`src/rtl/penc_pkg.sv`:
```
// Shared types and helpers for the penc_scan priority-encoder scanner.
package penc_pkg;

    typedef enum logic {
        IDLE = 1'b0,
        SCAN = 1'b1
    } state_e;

    // Bits needed to hold an index in 0..n-1 (n >= 2).
    function automatic int penc_clog2(input int n);
        int w;
        w = 0;
        for (int i = 0; i < 16; i++) begin
            if ((1 << i) < n) w = i + 1;
        end
        return w;
    endfunction

endpackage

```
`src/rtl/penc_find.sv`:
```
// Circular downward search: first set bit of vec at or below start, wrapping to N-1.
module penc_find
    import penc_pkg::*;
#(
    parameter  int N = 8,
    localparam int W = penc_clog2(N)
) (
    input  logic [N-1:0] vec,
    input  logic [W-1:0] start,
    output logic [W-1:0] idx,
    output logic         found
);

    logic         lo_hit;
    logic         wr_hit;
    logic [W-1:0] lo_idx;
    logic [W-1:0] wr_idx;

    // Highest set bit at or below start wins; otherwise the highest above it.
    always_comb begin
        lo_hit = 1'b0;
        wr_hit = 1'b0;
        lo_idx = '0;
        wr_idx = '0;
        for (int i = 0; i < N; i++) begin
            if (vec[i]) begin
                if (i <= int'(start)) begin
                    lo_hit = 1'b1;
                    lo_idx = W'(i);
                end else begin
                    wr_hit = 1'b1;
                    wr_idx = W'(i);
                end
            end
        end
        idx   = lo_hit ? lo_idx : wr_idx;
        found = lo_hit | wr_hit;
    end

endmodule

```
`src/rtl/penc_scan.sv`:
```
// Load a request vector, then hand out each set index once over a valid/ready port.
// Define PENC_ROUND_ROBIN_EN to scan downward from the last served index instead of bit N-1.
module penc_scan
    import penc_pkg::*;
#(
    parameter  int N = 8,
    localparam int W = penc_clog2(N)
) (
    input  logic         clk,
    input  logic         rst,
    input  logic         load,
    input  logic [N-1:0] D,
    output logic         in_ready,
    output logic         out_valid,
    input  logic         out_ready,
    output logic [W-1:0] Y,
    output logic         zero
);

    state_e       state_q, state_d;
    logic [N-1:0] pend_q, pend_d;
    logic         zero_q, zero_d;
    logic [W-1:0] start;
    logic [W-1:0] f_idx;
    logic         f_found;

`ifdef PENC_ROUND_ROBIN_EN
    logic [W-1:0] ptr_q, ptr_d;

    assign start = (ptr_q == '0) ? W'(N - 1) : ptr_q - W'(1);

    always_comb begin
        ptr_d = ptr_q;
        if (state_q == SCAN && out_ready && f_found) ptr_d = f_idx;
    end

    always_ff @(posedge clk or posedge rst) begin
        if (rst) ptr_q <= '0;
        else     ptr_q <= ptr_d;
    end
`else
    assign start = W'(N - 1);
`endif

    penc_find #(.N(N)) u_find (
        .vec   (pend_q),
        .start (start),
        .idx   (f_idx),
        .found (f_found)
    );

    always_comb begin
        state_d = state_q;
        pend_d  = pend_q;
        zero_d  = 1'b0;
        unique case (state_q)
            IDLE: begin
                if (load) begin
                    if (D != '0) begin
                        pend_d  = D;
                        state_d = SCAN;
                    end else begin
                        zero_d = 1'b1;
                    end
                end
            end
            SCAN: begin
                if (out_ready && f_found) begin
                    pend_d = pend_q & ~(N'(1) << f_idx);
                    if (pend_d == '0) state_d = IDLE;
                end
            end
            default: state_d = IDLE;
        endcase
    end

    always_ff @(posedge clk or posedge rst) begin
        if (rst) begin
            state_q <= IDLE;
            pend_q  <= '0;
            zero_q  <= 1'b0;
        end else begin
            state_q <= state_d;
            pend_q  <= pend_d;
            zero_q  <= zero_d;
        end
    end

    assign in_ready  = (state_q == IDLE);
    assign out_valid = (state_q == SCAN);
    assign Y         = out_valid ? f_idx : '0;
    assign zero      = zero_q;

endmodule

```
`config.mk`:
```
export PLATFORM = sky130hd
export DESIGN_NAME = penc_scan
export DESIGN_NICKNAME = d
export VERILOG_FILES = /design/src/rtl/penc_pkg.sv /design/src/rtl/penc_find.sv /design/src/rtl/penc_scan.sv
export SDC_FILE = /design/constraint.sdc
export NUM_CORES = 1
export LEC_CHECK = 0
export CORE_MARGIN = 2
export CORE_UTILIZATION = 30
export DETAILED_ROUTE_END_ITERATION = 16
export GPL_ROUTABILITY_DRIVEN = 0
export PLACE_DENSITY = 0.62
export SYNTH_ARGS = -nofsm -noshare
export SYNTH_HDL_FRONTEND = slang
export SYNTH_SLANG_ARGS = --single-unit
```
`constraint.sdc`:
```
create_clock -name clk -period 2.2 [get_ports clk]
set_input_delay 0.44 -clock clk [delete_from_list [all_inputs] [get_ports clk]]
set_output_delay 0.44 -clock clk [all_outputs]
set_load 0.1 [all_outputs]
```
==> results.rst <==
.. list-table::
   :header-rows: 1

   * - Metric
     - Value
   * - Final max-slew violation count
     - 0
   * - # nets final
     - 105
   * - Max-cap viol count
     - 0
   * - Cell total after placement
     - 116
   * - Final hold violation count
     - 0
   * - Layout Cells excl Fill
     - 120
   * - Clock transition at the register clock pins on the worst setup and hold paths after CTS
     - 70 ps
   * - First-pass iteration count of the detailed router
     - 4
   * - Relative slew slack
     - 0.625
   * - Die X-Extent
     - 51.7 um
   * - Complex-gate fraction of the synthesized area
     - 0.293
   * - Area of the multi-input gates
     - 400 um2
   * - CP arrival
     - 1610 ps
   * - Total Routed Length
     - 1630 um
   * - List of most frequent post-synthesis cells
     - 10 x sky130_fd_sc_hd__dfrtp_1, 5 x sky130_fd_sc_hd__nor2_1, 4 x sky130_fd_sc_hd__nand2_1, 4 x sky130_fd_sc_hd__nor3_1, 4 x sky130_fd_sc_hd__o21ai_0
   * - Share of final-layout standard cells stronger than drive strength 1
     - 0.250
   * - Number of synthesized register bits
     - 10
   * - Flop-to-flop setup slack
     - 410 ps
   * - Area of all placed cells without fillers
     - 951 um2
   * - Effective utilization at floorplan
     - 0.312
   * - Count of hold-fix buffers inserted at cts
     - 0
   * - TritonCTS Sinks
     - 10
   * - Total via count in the routed design
     - 659
   * - Number of clock buffers inserted by TritonCTS
     - 3
   * - # setup viols final
     - 0
   * - Total placed instance area
     - 925 um2
   * - Cell accounting for the most synthesized area
     - sky130_fd_sc_hd__dfrtp_1
   * - Time the worst path needs with I/O delays and setup
     - 2050 ps
   * - Area taken by flip-flops and latches
     - 254 um2
   * - Reg2Reg Launch Point
     - pend_q[7]$_DFFE_PP0P_
   * - Maximum clock frequency
     - 488 MHz
   * - Area share of fa/ha/maj cells after synthesis
     - 0
   * - Transition time at the pin with the least slew margin
     - 558 ps
   * - Cell area after synthesis
     - 683 um2
   * - Cell with the most instances after synthesis
     - sky130_fd_sc_hd__dfrtp_1
   * - Area growth from synthesis to layout
     - 39.2%
   * - R2r endpoint
     - pend_q[6]$_DFFE_PP0P_
   * - Sequential fraction of the synthesis area
     - 0.366
   * - Fill count
     - 208
   * - Netlist cell types
     - 38
   * - All-layer global routing usage
     - 0.137
   * - Number of remaining DRC errors
     - 0
   * - First-pass GRT wire length
     - 2660 um
   * - Io pins
     - 18
   * - Max Fanout on Critical Path
     - 10
   * - Critical path required time
     - 1760 ps
   * - Post-detailed-route wirelength per cell
     - 13.6 um
   * - Final standard cell utilization of the core
     - 0.434
   * - Setup Slack @ Placement
     - 46.9 ps
   * - Result of the run
     - finished clean
   * - Fraction of synthesized cell area taken by the top area cell type
     - 0.366
   * - Fraction of the mapped netlist area in simple logic gates
     - 0.244
   * - Core Box Area
     - 0.00219 mm2
   * - Slowest library cell on the worst path
     - sky130_fd_sc_hd__nor4_2
   * - Number of buffers inserted by port buffering
     - 17
   * - Total inserted antenna cells
     - 0
   * - Fraction of synthesized area in multiplexers
     - 0.0147
   * - Avg Cell Area, Syn
     - 9.11 um2
   * - Setup repair after global routing missed its margin
     - false
   * - Crit-path max cell delay
     - 590 ps
   * - Maximum number of buffers from clock root to sink
     - 2
   * - Depth of the worst register-to-register path
     - 4
   * - Clock insertion delay at the later pin of the skew report
     - 270 ps
   * - Post-Syn Instances
     - 75
   * - XOR/XNOR Fraction of Synth Area
     - 0.0128
   * - Worst-case setup margin in the final layout
     - 151 ps
   * - Hpwl dp
     - 1200 um
   * - Setup Skew
     - 4.37 ps
   * - Detail-routed via count per cell
     - 5.49
   * - Number of enable flip-flop cells after synthesis
     - 0
   * - CTS Root Buffer Type
     - sky130_fd_sc_hd__clkbuf_4
   * - Largest family of logic cells by synthesized area
     - compound AO/OA/AOI/OAI gates
   * - Period utilisation layout
     - 0.931
   * - Path type of the worst setup path
     - reg2out
   * - Type of element launching the critical path
     - flop
   * - Die Y-Extent
     - 51.7 um
   * - Pin count of the biggest net entering global routing
     - 14
   * - Class of the tightest hold or removal check
     - in2async
   * - Kind of end point of the critical path
     - primary output
   * - Count of synthesis-stage warnings from yosys
     - 0
   * - CTS tree
     - built
   * - Nets in the synthesized netlist
     - 87
   * - Most used flip-flop cell after synthesis
     - sky130_fd_sc_hd__dfrtp_1
   * - Detailed router's first-iteration violation count
     - 22
   * - CP cell instances
     - nor4_2, nor2_4, buf_12
   * - Overflow left after global routing
     - 0
   * - Count of standard-cell rows
     - 17
   * - Top cells by area in the synthesized netlist
     - sky130_fd_sc_hd__dfrtp_1 37%, sky130_fd_sc_hd__a221o_1 4.4%, sky130_fd_sc_hd__or4_4 3.3%
   * - Antenna violations before repair
     - 0
   * - Number of global-route vias before repair
     - 592
   * - Async set or reset register ratio after synthesis
     - 1.00
   * - Antenna Nets Post-Route
     - 0
   * - Count of cells resized by post-cts repair
     - 0
   * - Level count of the clock H-tree
     - 1
   * - Setup bufs post-CTS
     - 0
   * - Die Area
     - 0.00267 mm2
==> how the worst max path moves through the flow <==
stage,slack (ps),to,start,cells after the start
after floorplan,-240,Y[1],out_valid$_DFF_PP0_,3
after global placement,70,pend_q[7]$_DFFE_PP0P_,D[6],5
after detailed placement,50,pend_q[3]$_DFFE_PP0P_,D[5],5
after CTS,140,Y[2],pend_q[7]$_DFFE_PP0P_,3
after global routing,60,Y[1],pend_q[2]$_DFFE_PP0P_,5
final,150,Y[2],pend_q[7]$_DFFE_PP0P_,3
==> layout make-up <==
cell class                 count  area share
multi-input combinational     56       0.421
inverter                       3      0.0158
tap                           28      0.0368
clock buffer                   4      0.0276
timing repair buffer          19       0.232
sequential                    10       0.267
==> flip-flops by register name, summed over array words and instances (netlist names) <==
signal	cells
out_valid	1
pend_q	8
zero	1
==> through the flow <==
| stage | hold WS, ps | TNS (ps) |
|---|---|---|
| floorplan | 280 | -489 |
| global placement | 569 | 0 |
| detailed placement | 567 | 0 |
| CTS | 456 | 0 |
| global route | 464 | 0 |
| finish | 446 | 0 |
==> layout by cell type, fill, tap and decap left out, drive strengths merged, types with 2 or more instances in the layout <==
cell type	instances
clkdlybuf4s50	11
dfrtp	10
buf	8
o21ai	7
nor2	6
nand2	4
nor3	4
clkbuf	4
a221o	3
a21oi	3
or4	3
and3	3
nor2b	2
o21a	2
a31oi	2
inv	2
a22o	2
or3	2
==> worst max-delay path: cells and delay by family, from the launching register on <==
kind	cells	cell delay, ps
AND/OR/NAND/NOR	2	680
flip-flops	1	490
buffers and inverters	1	180
==> layer usage <==
metal	track usage	vias up	wire [um]
met5	0	-	0
li1	-	324	-
met4	0.0921	0	20
met3	0.0201	2	103
met1	0.190	304	751
met2	0.192	29	752
==> cell families after synthesis <==
group / after synthesis
and+or+nand+nor: 27
AOI/OAI and AO/OA: 27
muxes: 1
xor gates and xnor gates: 1
DFF: 10
buffers and inverters: 9
Power is not shown: default switching activity piles up to over one toggle a cycle in this logic, so the estimate is an artifact.
